File: src/rtl/bep_pkg.sv
// Shared definitions for the BEP frame controller: FSM state encoding,
// error cause codes and default framing constants.
package bep_pkg;

    typedef enum logic [2:0] {
        ST_IDLE    = 3'd0,
        ST_HUNT    = 3'd1,
        ST_LEN     = 3'd2,
        ST_PAYLOAD = 3'd3,
        ST_CHECK   = 3'd4,
        ST_DONE    = 3'd5,
        ST_ERROR   = 3'd6
    } state_t;

    localparam logic [2:0] ERR_TIMEOUT = 3'd1;
    localparam logic [2:0] ERR_LEN     = 3'd2;
    localparam logic [2:0] ERR_CSUM    = 3'd3;
    localparam logic [2:0] ERR_OVF     = 3'd4;
    localparam logic [2:0] ERR_RESTART = 3'd5;

    localparam logic [7:0] DEFAULT_SYNC    = 8'hA5;
    localparam int         DEFAULT_MAX_LEN = 16;
    localparam int         DEFAULT_TIMEOUT = 40;

    // MSB-first shift of one decoded bit into a byte
    function automatic logic [7:0] shift_in(input logic [7:0] sr, input logic b);
        return {sr[6:0], b};
    endfunction

endpackage

File: src/rtl/bep_frame_controller_if.sv
// Bundle of decoder-side bit inputs and consumer-side byte/status outputs.
// The slave modport is the controller view; master is the environment view.
interface bep_frame_controller_if;
    logic       bit_valid;
    logic       bit_data;
    logic       transmission_begin;
    logic       byte_ready;
    logic [7:0] byte_data;
    logic       byte_valid;
    logic       frame_done;
    logic       frame_error;
    logic [2:0] error_code;
    logic       decoder_rearm;
    logic       busy;

    modport master (
        output bit_valid, bit_data, transmission_begin, byte_ready,
        input  byte_data, byte_valid, frame_done, frame_error,
               error_code, decoder_rearm, busy
    );

    modport slave (
        input  bit_valid, bit_data, transmission_begin, byte_ready,
        output byte_data, byte_valid, frame_done, frame_error,
               error_code, decoder_rearm, busy
    );
endinterface

File: src/rtl/bep_byte_assembler.sv
// Collects MSB-first decoded bits into bytes; flags the 8th bit of a byte and
// a sync match on the updated shift value. clear_i wins over a same-cycle bit.
module bep_byte_assembler
    import bep_pkg::*;
#(
    parameter logic [7:0] SYNC = DEFAULT_SYNC
) (
    input  logic       clock,
    input  logic       reset_n,
    input  logic       clear_i,
    input  logic       bit_valid_i,
    input  logic       bit_data_i,
    output logic [7:0] byte_o,
    output logic       byte_complete_o,
    output logic       sync_match_o
);

    logic [7:0] shift_q, shift_d;
    logic [2:0] cnt_q, cnt_d;

    // byte_o is the value the shift register takes if this bit is accepted
    assign byte_o          = shift_in(shift_q, bit_data_i);
    assign byte_complete_o = bit_valid_i && (cnt_q == 3'd7);
    assign sync_match_o    = bit_valid_i && (byte_o == SYNC);

    always_comb begin
        shift_d = shift_q;
        cnt_d   = cnt_q;
        if (clear_i) begin
            shift_d = 8'h00;
            cnt_d   = 3'd0;
        end else if (bit_valid_i) begin
            shift_d = byte_o;
            cnt_d   = cnt_q + 3'd1;
        end
    end

    always_ff @(posedge clock or negedge reset_n) begin
        if (!reset_n) begin
            shift_q <= 8'h00;
            cnt_q   <= 3'd0;
        end else begin
            shift_q <= shift_d;
            cnt_q   <= cnt_d;
        end
    end

endmodule

File: src/rtl/bep_frame_controller.sv
// Frame sequencer: hunts SYNC, reads a length byte, streams payload bytes over
// valid/ready and verifies an XOR checksum covering length and payload.
module bep_frame_controller
    import bep_pkg::*;
#(
    parameter logic [7:0] SYNC    = DEFAULT_SYNC,
    parameter int         MAX_LEN = DEFAULT_MAX_LEN,
    parameter int         TIMEOUT = DEFAULT_TIMEOUT
) (
    input  logic                 clock,
    input  logic                 reset_n,
    bep_frame_controller_if.slave bus
);

    localparam int             TW        = $clog2(TIMEOUT + 1);
    localparam logic [TW-1:0]  TIMEOUT_T = TW'(TIMEOUT);
    localparam logic [7:0]     MAX_LEN_B = 8'(MAX_LEN);

    state_t        state_q, state_d;
    logic [TW-1:0] timer_q, timer_d;
    logic [7:0]    checksum_q, checksum_d;
    logic [4:0]    remaining_q, remaining_d;
    logic [7:0]    byte_data_q, byte_data_d;
    logic          byte_valid_q, byte_valid_d;
    logic          frame_done_q, frame_done_d;
    logic          frame_error_q, frame_error_d;
    logic          rearm_q, rearm_d;
    logic [2:0]    error_code_q, error_code_d;

    logic          asm_clear;
    logic [7:0]    asm_byte;
    logic          asm_complete;
    logic          asm_sync;
    logic          timed_out;

    bep_byte_assembler #(.SYNC(SYNC)) u_asm (
        .clock           (clock),
        .reset_n         (reset_n),
        .clear_i         (asm_clear),
        .bit_valid_i     (bus.bit_valid),
        .bit_data_i      (bus.bit_data),
        .byte_o          (asm_byte),
        .byte_complete_o (asm_complete),
        .sync_match_o    (asm_sync)
    );

    assign timed_out = !bus.bit_valid && (timer_q == TIMEOUT_T);

    always_comb begin
        state_d       = state_q;
        asm_clear     = 1'b0;
        checksum_d    = checksum_q;
        remaining_d   = remaining_q;
        byte_data_d   = byte_data_q;
        byte_valid_d  = byte_valid_q;
        frame_done_d  = 1'b0;
        frame_error_d = 1'b0;
        rearm_d       = 1'b0;
        error_code_d  = error_code_q;

        if (bus.bit_valid)
            timer_d = '0;
        else if (timer_q != TIMEOUT_T)
            timer_d = timer_q + TW'(1);
        else
            timer_d = timer_q;

        // A handshake may drain the byte in any state; a same-cycle load below overrides it
        if (byte_valid_q && bus.byte_ready)
            byte_valid_d = 1'b0;

        case (state_q)
            ST_IDLE: begin
                asm_clear = 1'b1;
                timer_d   = '0;
                if (bus.transmission_begin)
                    state_d = ST_HUNT;
            end

            ST_HUNT: begin
                if (bus.transmission_begin) begin
                    asm_clear = 1'b1;
                    timer_d   = '0;
                end else if (asm_sync) begin
                    asm_clear = 1'b1;
                    state_d   = ST_LEN;
                end else if (timed_out) begin
                    state_d = ST_IDLE;
                    rearm_d = 1'b1;
                end
            end

            ST_LEN, ST_PAYLOAD, ST_CHECK: begin
                if (bus.transmission_begin) begin
                    asm_clear     = 1'b1;
                    timer_d       = '0;
                    state_d       = ST_HUNT;
                    frame_error_d = 1'b1;
                    error_code_d  = ERR_RESTART;
                end else if (asm_complete) begin
                    if (state_q == ST_LEN) begin
                        checksum_d = asm_byte;
                        if (asm_byte > MAX_LEN_B) begin
                            state_d      = ST_ERROR;
                            error_code_d = ERR_LEN;
                        end else if (asm_byte == 8'h00) begin
                            state_d = ST_CHECK;
                        end else begin
                            state_d     = ST_PAYLOAD;
                            remaining_d = asm_byte[4:0];
                        end
                    end else if (state_q == ST_PAYLOAD) begin
                        if (byte_valid_q && !bus.byte_ready) begin
                            state_d      = ST_ERROR;
                            error_code_d = ERR_OVF;
                        end else begin
                            checksum_d   = checksum_q ^ asm_byte;
                            byte_data_d  = asm_byte;
                            byte_valid_d = 1'b1;
                            remaining_d  = remaining_q - 5'd1;
                            if (remaining_q == 5'd1)
                                state_d = ST_CHECK;
                        end
                    end else begin
                        if (asm_byte == checksum_q)
                            state_d = ST_DONE;
                        else begin
                            state_d      = ST_ERROR;
                            error_code_d = ERR_CSUM;
                        end
                    end
                end else if (timed_out) begin
                    state_d      = ST_ERROR;
                    error_code_d = ERR_TIMEOUT;
                end

                if (state_d == ST_ERROR) begin
                    frame_error_d = 1'b1;
                    rearm_d       = 1'b1;
                end else if (state_d == ST_DONE) begin
                    frame_done_d = 1'b1;
                    rearm_d      = 1'b1;
                end
            end

            ST_DONE, ST_ERROR: begin
                asm_clear = 1'b1;
                timer_d   = '0;
                state_d   = bus.transmission_begin ? ST_HUNT : ST_IDLE;
            end

            default: begin
                asm_clear = 1'b1;
                state_d   = ST_IDLE;
            end
        endcase
    end

    always_ff @(posedge clock or negedge reset_n) begin
        if (!reset_n) begin
            state_q       <= ST_IDLE;
            timer_q       <= '0;
            checksum_q    <= 8'h00;
            remaining_q   <= 5'd0;
            byte_data_q   <= 8'h00;
            byte_valid_q  <= 1'b0;
            frame_done_q  <= 1'b0;
            frame_error_q <= 1'b0;
            rearm_q       <= 1'b0;
            error_code_q  <= 3'd0;
        end else begin
            state_q       <= state_d;
            timer_q       <= timer_d;
            checksum_q    <= checksum_d;
            remaining_q   <= remaining_d;
            byte_data_q   <= byte_data_d;
            byte_valid_q  <= byte_valid_d;
            frame_done_q  <= frame_done_d;
            frame_error_q <= frame_error_d;
            rearm_q       <= rearm_d;
            error_code_q  <= error_code_d;
        end
    end

    assign bus.byte_data     = byte_data_q;
    assign bus.byte_valid    = byte_valid_q;
    assign bus.frame_done    = frame_done_q;
    assign bus.frame_error   = frame_error_q;
    assign bus.error_code    = error_code_q;
    assign bus.decoder_rearm = rearm_q;
    assign bus.busy          = (state_q != ST_IDLE);

endmodule
File: src/flat_wrapper.sv
// flat-port wrapper written by rule: the top's interface ports become plain ports
module bep_frame_controller_flat import bep_pkg::*;
#(
    parameter logic [7:0] SYNC    = DEFAULT_SYNC,
    parameter int         MAX_LEN = DEFAULT_MAX_LEN,
    parameter int         TIMEOUT = DEFAULT_TIMEOUT
)
  (clock, reset_n, bus_bit_valid, bus_bit_data, bus_transmission_begin, bus_byte_ready, bus_byte_data, bus_byte_valid, bus_frame_done, bus_frame_error, bus_error_code, bus_decoder_rearm, bus_busy);
  bep_frame_controller_if bus_i ();
  input  logic clock;
  input  logic reset_n;
  input wire logic [$bits(bus_i.bit_valid)-1:0] bus_bit_valid;
  input wire logic [$bits(bus_i.bit_data)-1:0] bus_bit_data;
  input wire logic [$bits(bus_i.transmission_begin)-1:0] bus_transmission_begin;
  input wire logic [$bits(bus_i.byte_ready)-1:0] bus_byte_ready;
  output wire logic [$bits(bus_i.byte_data)-1:0] bus_byte_data;
  output wire logic [$bits(bus_i.byte_valid)-1:0] bus_byte_valid;
  output wire logic [$bits(bus_i.frame_done)-1:0] bus_frame_done;
  output wire logic [$bits(bus_i.frame_error)-1:0] bus_frame_error;
  output wire logic [$bits(bus_i.error_code)-1:0] bus_error_code;
  output wire logic [$bits(bus_i.decoder_rearm)-1:0] bus_decoder_rearm;
  output wire logic [$bits(bus_i.busy)-1:0] bus_busy;
  assign bus_i.bit_valid = bus_bit_valid;
  assign bus_i.bit_data = bus_bit_data;
  assign bus_i.transmission_begin = bus_transmission_begin;
  assign bus_i.byte_ready = bus_byte_ready;
  assign bus_byte_data = bus_i.byte_data;
  assign bus_byte_valid = bus_i.byte_valid;
  assign bus_frame_done = bus_i.frame_done;
  assign bus_frame_error = bus_i.frame_error;
  assign bus_error_code = bus_i.error_code;
  assign bus_decoder_rearm = bus_i.decoder_rearm;
  assign bus_busy = bus_i.busy;
  bep_frame_controller #(.SYNC(SYNC), .MAX_LEN(MAX_LEN), .TIMEOUT(TIMEOUT)) u_core (.clock(clock), .reset_n(reset_n), .bus(bus_i));
endmodule
File: config.mk
export PLATFORM = sky130hd
export DESIGN_NAME = bep_frame_controller_flat
export DESIGN_NICKNAME = d
export VERILOG_FILES = /design/src/rtl/bep_pkg.sv /design/src/rtl/bep_frame_controller_if.sv /design/src/rtl/bep_byte_assembler.sv /design/src/rtl/bep_frame_controller.sv /design/src/flat_wrapper.sv
export SDC_FILE = /design/constraint.sdc
export NUM_CORES = 1
export LEC_CHECK = 0
export BUFFER_PORTS_ARGS = -buffer_cell sky130_fd_sc_hd__buf_2
export CAP_MARGIN = 20
export CORE_MARGIN = 1
export CORE_UTILIZATION = 54
export CTS_BUF_LIST = sky130_fd_sc_hd__clkbuf_8 sky130_fd_sc_hd__clkbuf_16
export CTS_CLUSTER_SIZE = 25
export DETAILED_ROUTE_END_ITERATION = 10
export GPL_TIMING_DRIVEN = 0
export HOLD_SLACK_MARGIN = 0.12
export PLACE_DENSITY = 0.85
export SYNTH_ARGS = -nofsm -noshare
export SYNTH_HDL_FRONTEND = slang
export SYNTH_SLANG_ARGS = --single-unit
File: constraint.sdc
create_clock -name clock -period 2.2 [get_ports clock]
set_input_delay 0.11 -clock clock [delete_from_list [all_inputs] [get_ports clock]]
set_output_delay 0.11 -clock clock [all_outputs]
set_load 0.01 [all_outputs]
==> results of run 1 <==
## area by class of cell
type | count | area (um^2) | share of cell area (%)
multi-input cells | 190 | 1370 | 44.53
flip-flops and latches | 47 | 1176 | 38.23
repair buffers | 26 | 162.7 | 5.287
plain buffers | 19 | 117.6 | 3.823
well taps | 67 | 83.83 | 2.725
clock buffers | 5 | 68.82 | 2.237
clock inverters | 3 | 67.56 | 2.196
inverters | 8 | 30.03 | 0.9760
## power by group
| part | switching [uW] | internal, uW |
|---|---|---|
| Sequential | 6.54 | 874 |
| Clock | 305 | 453 |
| Combinational | 69.1 | 43.0 |
| Total | 381 | 1370 |
## cell usage after synthesis, types with 3 or more instances
cell type,number
buf_6,4
ha_1,6
nand2_1,11
o21ai_0,11
nand3_1,12
clkbuf_1,4
nor4b_1,3
buf_2,11
mux2_2,5
mux2_1,3
nand2b_1,4
mux2i_1,11
dfrtp_1,47
inv_1,8
xnor2_1,12
a21oi_1,23
nor2_1,28
nor3_1,5
a311oi_1,5
## cell families after synthesis
kind of cell | count (synthesis) | share of synthesized area [%]
multiplexers | 19 | 7.572
XOR/XNOR | 14 | 4.638
buffers and inverters | 27 | 5.489
flip-flops | 47 | 44.49
adder cells (fa/ha/maj) | 6 | 2.839
AO/OA/AOI/OAI | 63 | 15.86
AND/OR/NAND/NOR | 88 | 19.12
## worst max-delay path, stage by stage, from the launching register on
cell and delay [ns]:
dfrtp_1 0.37, buf_4 0.18, nor4_4 0.34, mux2i_2 0.32, o221ai_2 0.14, o21ai_2 0.22
a21oi_1 0.05, or3_1 0.36
## layer usage
| layer | share of wire, % | wire length [um] | vias up | track usage (%) |
|---|---|---|---|---|
| li1 | - | - | 1002 | - |
| met5 | 0 | 0 | - | 0 |
| met1 | 44 | 2469 | 1017 | 30.85 |
| met4 | 2.1 | 120 | 0 | 8.497 |
| met2 | 49 | 2733 | 65 | 35.22 |
| met3 | 4.7 | 262 | 13 | 4.167 |
## timing repair
| action | in CTS | in global routing |
|---|---|---|
| gates resized for setup | 2 | 8 |
| setup endpoints to repair | 3 | 7 |
| pin swaps | 0 | 3 |
| buffers inserted | 1 | 4 |
| hold buffers | 1 | 0 |
| endpoints found under the hold margin | 47 | 0 |
## through the flow
step | area (um^2) | utilization (%) | power [uW] | instances | setup TNS, ns
2_1_floorplan | 2644 | - | 955.8 | 264 | 0
4_1_cts | 2984 | 63.18 | 1753 | 360 | 0
5_1_grt | 3077 | 65.14 | 1810 | 365 | -0.04699
3_5_place_dp | 2823 | 59.76 | 994.7 | 350 | -0.2979
3_3_place_gp | 2823 | 59.76 | 990.1 | 350 | -0.1078
6_report | 3077 | 65.14 | 1751 | 365 | 0
## sequential cells by signal, indices dropped and copies added, names as in the netlist
signal and count:
u_core.bus.byte_data 8, u_core.bus.byte_valid 1, u_core.bus.decoder_rearm 1, u_core.bus.error_code 3
u_core.bus.frame_done 1, u_core.bus.frame_error 1, u_core.checksum_q 8, u_core.remaining_q 5
u_core.state_q 3, u_core.timer_q 6, u_core.u_asm.cnt_q 3, u_core.u_asm.shift_q 7
## worst paths after layout
path | start | to | slack (ns) | depth (start not counted)
setup / recovery | u_core.u_asm.shift_q[2] | u_core.state_q[0] | 0.09 | 7
max in group asynchronous | reset_n | u_core.bus.byte_data[3] | 1.39 | 3
setup reg to reg | u_core.u_asm.shift_q[2] | u_core.state_q[0] | 0.09 | 7
hold / removal | bus_byte_ready | u_core.bus.byte_valid | 0.18 | 3
hold reg to reg | u_core.bus.byte_data[0] | u_core.bus.byte_data[0] | 0.48 | 1
min in group asynchronous | reset_n | u_core.remaining_q[3] | 0.30 | 2
==> flow_metrics.env, run 1 <==
export IMPL_status="finished clean"
export IMPL_fin_crit_sh_pct=95.77
export IMPL_vdd_drop_max_v=0.0003642
export IMPL_firstDrtPassIters=4
export IMPL_initial_core_util_pct=55.97
export IMPL_hpwl_mm=3.568
export IMPL_fmax_mhz=474.6
export IMPL_cellPowerDensity_nw_per_um2=569.1
export IMPL_p_leak_uw=0.001429
export IMPL_final_common_cell="dfrtp_1"
export IMPL_clock_sinks=47
export IMPL_worstPathRequired_ns=2.39
export IMPL_crit_path_end_kind="register"
export IMPL_clock_path_buffers=2
export IMPL_via_per_inst=5.745
export IMPL_drt_iter0_markers=109
export IMPL_ys_warn_count=0
export IMPL_clk_latency_ns=0.30
export IMPL_ys_top_cells_by_area="dfrtp_1, a21oi_1, mux2i_1"
export IMPL_routed_wl_mm=5.585
export IMPL_ys_async_sr_fraction_pct=100.0
export IMPL_ant_nets=0
export IMPL_cts_tree="done"
export IMPL_grt_pass1_wl_mm=8.997
export IMPL_dr_total_vias=2097
export IMPL_synthCells=264
export IMPL_ys_seq_area_share_pct=44.49
export IMPL_period_minus_slack_ns=2.107
export IMPL_io_buffers=19
export IMPL_setup_viol=0
export IMPL_ys_types=59
export IMPL_syn_nets=276
export IMPL_synthDominantCellAreaShare_pct=44.49
export IMPL_hold_slack_ns=0.1771
export IMPL_grt_antenna_before_repair=0
export IMPL_ys_ff_latch=47
export IMPL_fin_worst_skew_ns=0.007087
export IMPL_drv_slew=0
export IMPL_cts_buffers=5
export IMPL_cp_arrival_ns=2.30
export IMPL_setup_slack_ns=0.09304
export IMPL_die_h_um=71.97
export IMPL_synth_area_um2=2644
export IMPL_rows=25
export IMPL_synth_avg_cell_area_um2=10.01
export IMPL_grt_max_degree=48
export IMPL_finalHoldViolations=0
export IMPL_num_fill_cells=367
export IMPL_drive_gt1_share_pct=25.50
export IMPL_dp_worst_setup_slack_ns=-0.1556
export IMPL_die_area_um2=5180
export IMPL_num_nets_final=309
export IMPL_grt_pass1_vias=1953
export IMPL_synth_ff_type="dfrtp_1"
export IMPL_cp_max_fo=10
export IMPL_post_drt_wl_per_cell_um=15.30
export IMPL_synth_edf_count=0
export IMPL_max_slew_margin_rel_pct=54.50
export IMPL_die_x_um=71.97
export IMPL_grt_remaining_overflow=0
export IMPL_synth_top_area_cell="dfrtp_1"
export IMPL_drcViolationCount=0
export IMPL_critical_path_class="register to register"
export IMPL_final_cell_mix="dfrtp_1, buf_2, nor2_1"
export IMPL_cts_max_level=2
export IMPL_grt_usage_pct=22.30
export IMPL_place_gp_congestion=0.8631
export IMPL_min_path_type="primary input to register"
export IMPL_drv_cap=0
export IMPL_cts_root_buf="clkbuf_8"
export IMPL_cts_clk_slew_worst_paths_ns=0.09
export IMPL_tightest_slew_ns=0.6824
export IMPL_critPathLaunchType="register"
export IMPL_n_antenna_cell=0
export IMPL_io_pins=22
export IMPL_core_area_um2=4723
export IMPL_syn2layout_area_growth_pct=16.37
No activity file was read; power rests on OpenSTA's default activity.
==> inputs of run 2 (changes only) <==
BUFFER_PORTS_ARGS = default   (was -buffer_cell sky130_fd_sc_hd__buf_2)
CORE_UTILIZATION = 57   (was 54)
DONT_BUFFER_PORTS = 1   (was default)
PLACE_DENSITY = 0.84   (was 0.85)
==> run 2 against run 1 <==
  * Routed wire length is 4.7% higher
  * Utilization is 2.7 points higher
  * Via count hardly changed
  * Die area is 5.1% lower
  * Highest routed layer unchanged
  * Design area is 2.7% lower
  * Critical path type unchanged
  * Register-to-register slack hardly changed
  * Maximum frequency is 0.67% lower
  * Setup slack worse by 0.014 ns
==> flow_metrics.env, run 2 (synthesized netlist as in run 1, its figures left out) <==
export IMPL_max_slew_margin_rel_pct=55.68
export IMPL_via_per_inst=6.329
export IMPL_period_minus_slack_ns=2.121
export IMPL_die_h_um=70.11
export IMPL_rows=24
export IMPL_hpwl_mm=3.610
export IMPL_routed_wl_mm=5.849
export IMPL_clk_latency_ns=0.30
export IMPL_total_power_uw=1742
export IMPL_min_path_type="primary input to register"
export IMPL_syn2layout_area_growth_pct=13.20
export IMPL_min_delay_path_depth=3
export IMPL_drive_gt1_share_pct=20.07
export IMPL_final_cell_mix="dfrtp_1, nor2_1, a21oi_1"
export IMPL_fin_worst_skew_ns=0.01046
export IMPL_cp_max_fo=10
export IMPL_n_antenna_cell=0
export IMPL_cellPowerDensity_nw_per_um2=581.9
export IMPL_clock_sinks=47
export IMPL_grt_pass1_wl_mm=9.660
export IMPL_critPathLaunchType="register"
export IMPL_final_common_cell="dfrtp_1"
export IMPL_dr_total_vias=2095
export IMPL_crit_path_end_kind="register"
export IMPL_cp_arrival_ns=2.34
export IMPL_setup_viol=0
export IMPL_dp_cells=316
export IMPL_drv_slew=0
export IMPL_drt_iter0_markers=232
export IMPL_place_gp_congestion=0.8937
export IMPL_post_drt_wl_per_cell_um=17.67
export IMPL_num_nets_final=290
export IMPL_register_area_um2=1176
export IMPL_worstPathRequired_ns=2.42
export IMPL_die_area_um2=4915
export IMPL_clock_path_buffers=2
export IMPL_dpl_cell_area_um2=2709
export IMPL_fmax_mhz=471.4
export IMPL_cts_tree="done"
export IMPL_cts_buffers=5
export IMPL_finalHoldViolations=0
export IMPL_rsz0062_at_grt="yes"
export IMPL_core_area_um2=4414
export IMPL_stdcell_count=331
export IMPL_multiInputGateArea_um2=1381
export IMPL_status="finished clean"
export IMPL_rr_startpoint="u_core.u_asm.shift_q[1]"
export IMPL_ant_nets=0
export IMPL_fin_crit_sh_pct=96.42
export IMPL_design_area_um2=2993
export IMPL_initial_core_util_pct=59.89
export IMPL_io_buffers=0
export IMPL_critical_path_class="register to register"
export IMPL_drcViolationCount=0
export IMPL_grt_usage_pct=24.89
export IMPL_grt_antenna_before_repair=0
export IMPL_grt_pass1_vias=1980
export IMPL_io_pins=22
export IMPL_grt_remaining_overflow=0
export IMPL_worstRegToRegCells=7
export IMPL_firstDrtPassIters=5
export IMPL_p_leak_uw=0.001345
export IMPL_cts_root_buf="clkbuf_8"
export IMPL_vdd_drop_max_v=0.0006015
export IMPL_die_x_um=70.11
export IMPL_drv_cap=0
export IMPL_num_fill_cells=321
export IMPL_startpoint="u_core.u_asm.shift_q[1]"
export IMPL_cts_max_level=2
export IMPL_grt_max_degree=48
export IMPL_tightest_slew_ns=0.6649
export IMPL_cts_clk_slew_worst_paths_ns=0.09
export IMPL_min_from="bus_bit_valid"
-- run 2: cell types whose count changed in the layout (fill, tap and decap cells not counted), sizes merged --
cell,previous run,this run
buf,40,19
dlygate4sd3,1,3
-- run 2: final timing paths --
| check | endpoint | slack, ns |
|---|---|---|
| worst max-delay path | u_core.bus.decoder_rearm | 0.08 |
| max in group asynchronous | u_core.u_asm.cnt_q[1] | 1.63 |
| worst min register to register | u_core.checksum_q[7] | 0.54 |
| min in group asynchronous | u_core.bus.error_code[1] | 0.36 |
| worst min-delay path | u_core.state_q[1] | 0.17 |
| worst max register to register | u_core.bus.decoder_rearm | 0.08 |
-- run 2: cell type report --
class | count | area share [%]
Tap cell | 52 | 2.174
Clock inverter | 3 | 2.258
Buffer | 19 | 4.139
Clock buffer | 5 | 2.299
Sequential cell | 47 | 39.30
Timing Repair Buffer | 7 | 2.676
Multi-Input combinational cell | 190 | 46.15
Inverter | 8 | 1.003
-- run 2: timing repair --
action / 4_1_cts / 5_1_grt
hold endpoints to repair: 52 / 0
hold buffers: 4 / 0
resized for setup: 3 / 12
pin swaps: 0 / 5
setup endpoints to repair: 3 / 13
setup buffers: 1 / 2
-- run 2: where the power goes --
group,switching (uW),total (uW),internal [uW]
clock,295,748,453
combinational,67.6,110,42.6
sequential,9.03,883,874
-- run 2: layer usage --
metal	global-route usage [%]	wire [um]	vias to the layer above
met3	5.195	368	21
met2	38.78	2884	99
met1	34.29	2401	1010
met4	9.556	195	0
li1	-	-	965
met5	0	0	-
-- run 2: per-stage QoR --
step | TNS [ns] | worst slack, ns | hold WS (ns) | util, %
3_3_place_gp | -0.1121 | -0.07388 | -0.1848 | 61.37
2_1_floorplan | 0 | 0.1058 | -0.1856 | -
6_report | 0 | 0.07879 | 0.1660 | 67.80
4_1_cts | 0 | 0.05435 | 0.1552 | 66.24
3_5_place_dp | -0.2020 | -0.1314 | -0.1846 | 61.37
5_1_grt | -0.1089 | -0.06232 | 0.2011 | 67.80
-- run 2: critical path, cell delays in order (launching register included) --
cell      delay (ns)
dfrtp_1         0.38
buf_6           0.15
nor4_4          0.30
mux2i_2         0.34
o221ai_2        0.17
o21ai_2         0.29
and3b_1         0.22
o31ai_2         0.20
==> inputs of run 3 (changes only) <==
MAX_ROUTING_LAYER = met4   (was default)
==> run 3 against run 2 <==
  * Global-route usage up 0.69 points
  * Critical endpoint unchanged
  * Utilization unchanged
  * Routed wire length down 0.29%
  * Highest routed layer unchanged
  * Critical path type unchanged
==> flow_metrics.env, run 3 (synthesized netlist as in run 1, its figures left out) <==
export IMPL_die_area_um2=4915
export IMPL_grt_antenna_before_repair=0
export IMPL_core_area_um2=4414
export IMPL_cp_arrival_ns=2.38
export IMPL_worstPathRequired_ns=2.43
export IMPL_die_h_um=70.11
export IMPL_initial_core_util_pct=59.89
export IMPL_max_slew_margin_rel_pct=55.05
export IMPL_clock_sinks=47
export IMPL_final_cell_mix="dfrtp_1, nor2_1, a21oi_1"
export IMPL_vdd_drop_max_v=0.0006038
export IMPL_setup_viol=0
export IMPL_die_x_um=70.11
export IMPL_num_fill_cells=321
export IMPL_slowest_stage="dfrtp_1"
export IMPL_fin_crit_sh_pct=97.90
export IMPL_rows=24
export IMPL_stdcell_count=331
export IMPL_grt_pass1_vias=1974
export IMPL_ant_nets=0
export IMPL_cts_clk_slew_worst_paths_ns=0.09
export IMPL_dp_cells=316
export IMPL_routed_wl_mm=5.832
export IMPL_clock_path_buffers=2
export IMPL_cellPowerDensity_nw_per_um2=582.2
export IMPL_critPathMaxStageDelay_ns=0.38
export IMPL_dr_total_vias=2076
export IMPL_finalHoldViolations=0
export IMPL_place_gp_congestion=0.9089
export IMPL_n_antenna_cell=0
export IMPL_critPathTopFamily="compound AO/OA/AOI/OAI gates"
export IMPL_via_per_inst=6.272
export IMPL_hpwl_mm=3.610
export IMPL_cts_tree="done"
export IMPL_post_drt_wl_per_cell_um=17.62
export IMPL_fin_worst_skew_ns=0.01326
export IMPL_status="finished clean"
export IMPL_io_buffers=0
export IMPL_min_path_type="primary input to register"
export IMPL_clk_latency_ns=0.31
export IMPL_tightest_slew_ns=0.6743
export IMPL_grt_max_degree=48
export IMPL_critical_path_class="register to register"
export IMPL_grt_pass1_wl_mm=9.646
export IMPL_io_pins=22
export IMPL_multiInputGateArea_um2=1381
export IMPL_final_common_cell="dfrtp_1"
export IMPL_drcViolationCount=0
export IMPL_drive_gt1_share_pct=20.07
export IMPL_p_leak_uw=0.001345
export IMPL_total_power_uw=1743
export IMPL_critPathLaunchType="register"
export IMPL_num_nets_final=290
export IMPL_cts_max_level=2
export IMPL_cp_num_buf_inv=1
export IMPL_grt_usage_pct=25.58
export IMPL_path_cells="buf_6, nor4_4, mux2i_2, o221ai_2, o21ai_2, and3b_1, o31ai_2"
export IMPL_dpl_cell_area_um2=2709
export IMPL_firstDrtPassIters=5
export IMPL_crit_path_end_kind="register"
export IMPL_drt_iter0_markers=258
export IMPL_grt_remaining_overflow=0
export IMPL_period_minus_slack_ns=2.154
export IMPL_rsz0062_at_grt="yes"
export IMPL_design_area_um2=2993
export IMPL_syn2layout_area_growth_pct=13.20
export IMPL_drv_cap=0
export IMPL_cp_max_fo=10
export IMPL_fmax_mhz=464.3
export IMPL_hold_slack_ns=0.1807
export IMPL_register_area_um2=1176
export IMPL_drv_slew=0
export IMPL_cts_buffers=5
export IMPL_cts_root_buf="clkbuf_8"
==> run 3: cell counts in the layout (fill, tap and decap cells not counted) <==
Identical to the previous run, type by type.
==> run 3: what timing repair did <==
item	CTS	global route
hold buffers	4	0
hold endpoints to repair	52	0
pin swaps	0	5
endpoints found under the setup margin	3	13
setup buffers	1	2
resized for setup	3	12
==> run 3: area by class of cell <==
type	instances	area share, %
Multi-Input combinational cell	190	46.15
Sequential cell	47	39.30
Buffer	19	4.139
Timing Repair Buffer	7	2.676
Clock buffer	5	2.299
Clock inverter	3	2.258
Tap cell	52	2.174
Inverter	8	1.003
==> run 3: per-layer routing <==
metal,vias to the layer above,GRT usage [%],share of wire (%)
li1,962,-,-
met1,1011,33.81,43
met2,82,38.78,48
met3,21,5.628,5.1
met4,0,9.778,3.4
met5,-,-,0
==> run 3: stage by stage <==
step | setup TNS, ns | utilization [%] | worst slack, ns
floorplan | 0 | - | 0.1058
global placement | -0.1121 | 61.37 | -0.07388
detailed placement | -0.2020 | 61.37 | -0.1314
CTS | 0 | 66.24 | 0.05435
global route | -0.1122 | 67.80 | -0.06387
finish | 0 | 67.80 | 0.04626
==> run 3: power by group <==
| group | total, uW | internal (uW) | switching, uW |
|---|---|---|---|
| combinational | 110 | 42.6 | 67.6 |
| sequential | 883 | 874 | 9.02 |
| clock | 750 | 453 | 297 |
==> run 3: worst reg2reg max path, stage by stage, from the launching register on <==
cell and delay [ns]:
dfrtp_1 0.38, buf_6 0.15, nor4_4 0.31, mux2i_2 0.35, o221ai_2 0.18, o21ai_2 0.29
and3b_1 0.22, o31ai_2 0.20
==> run 3: final timing paths <==
kind,start,to,slack (ns),depth (start not counted)
min in group asynchronous,reset_n,u_core.bus.error_code[1],0.35,2
setup reg to reg,u_core.u_asm.shift_q[1],u_core.bus.decoder_rearm,0.05,7
hold / removal,bus_bit_valid,u_core.state_q[1],0.18,3
setup / recovery,u_core.u_asm.shift_q[1],u_core.bus.decoder_rearm,0.05,7
hold reg to reg,u_core.checksum_q[0],u_core.checksum_q[0],0.54,1
max in group asynchronous,reset_n,u_core.bus.byte_data[4],1.64,2
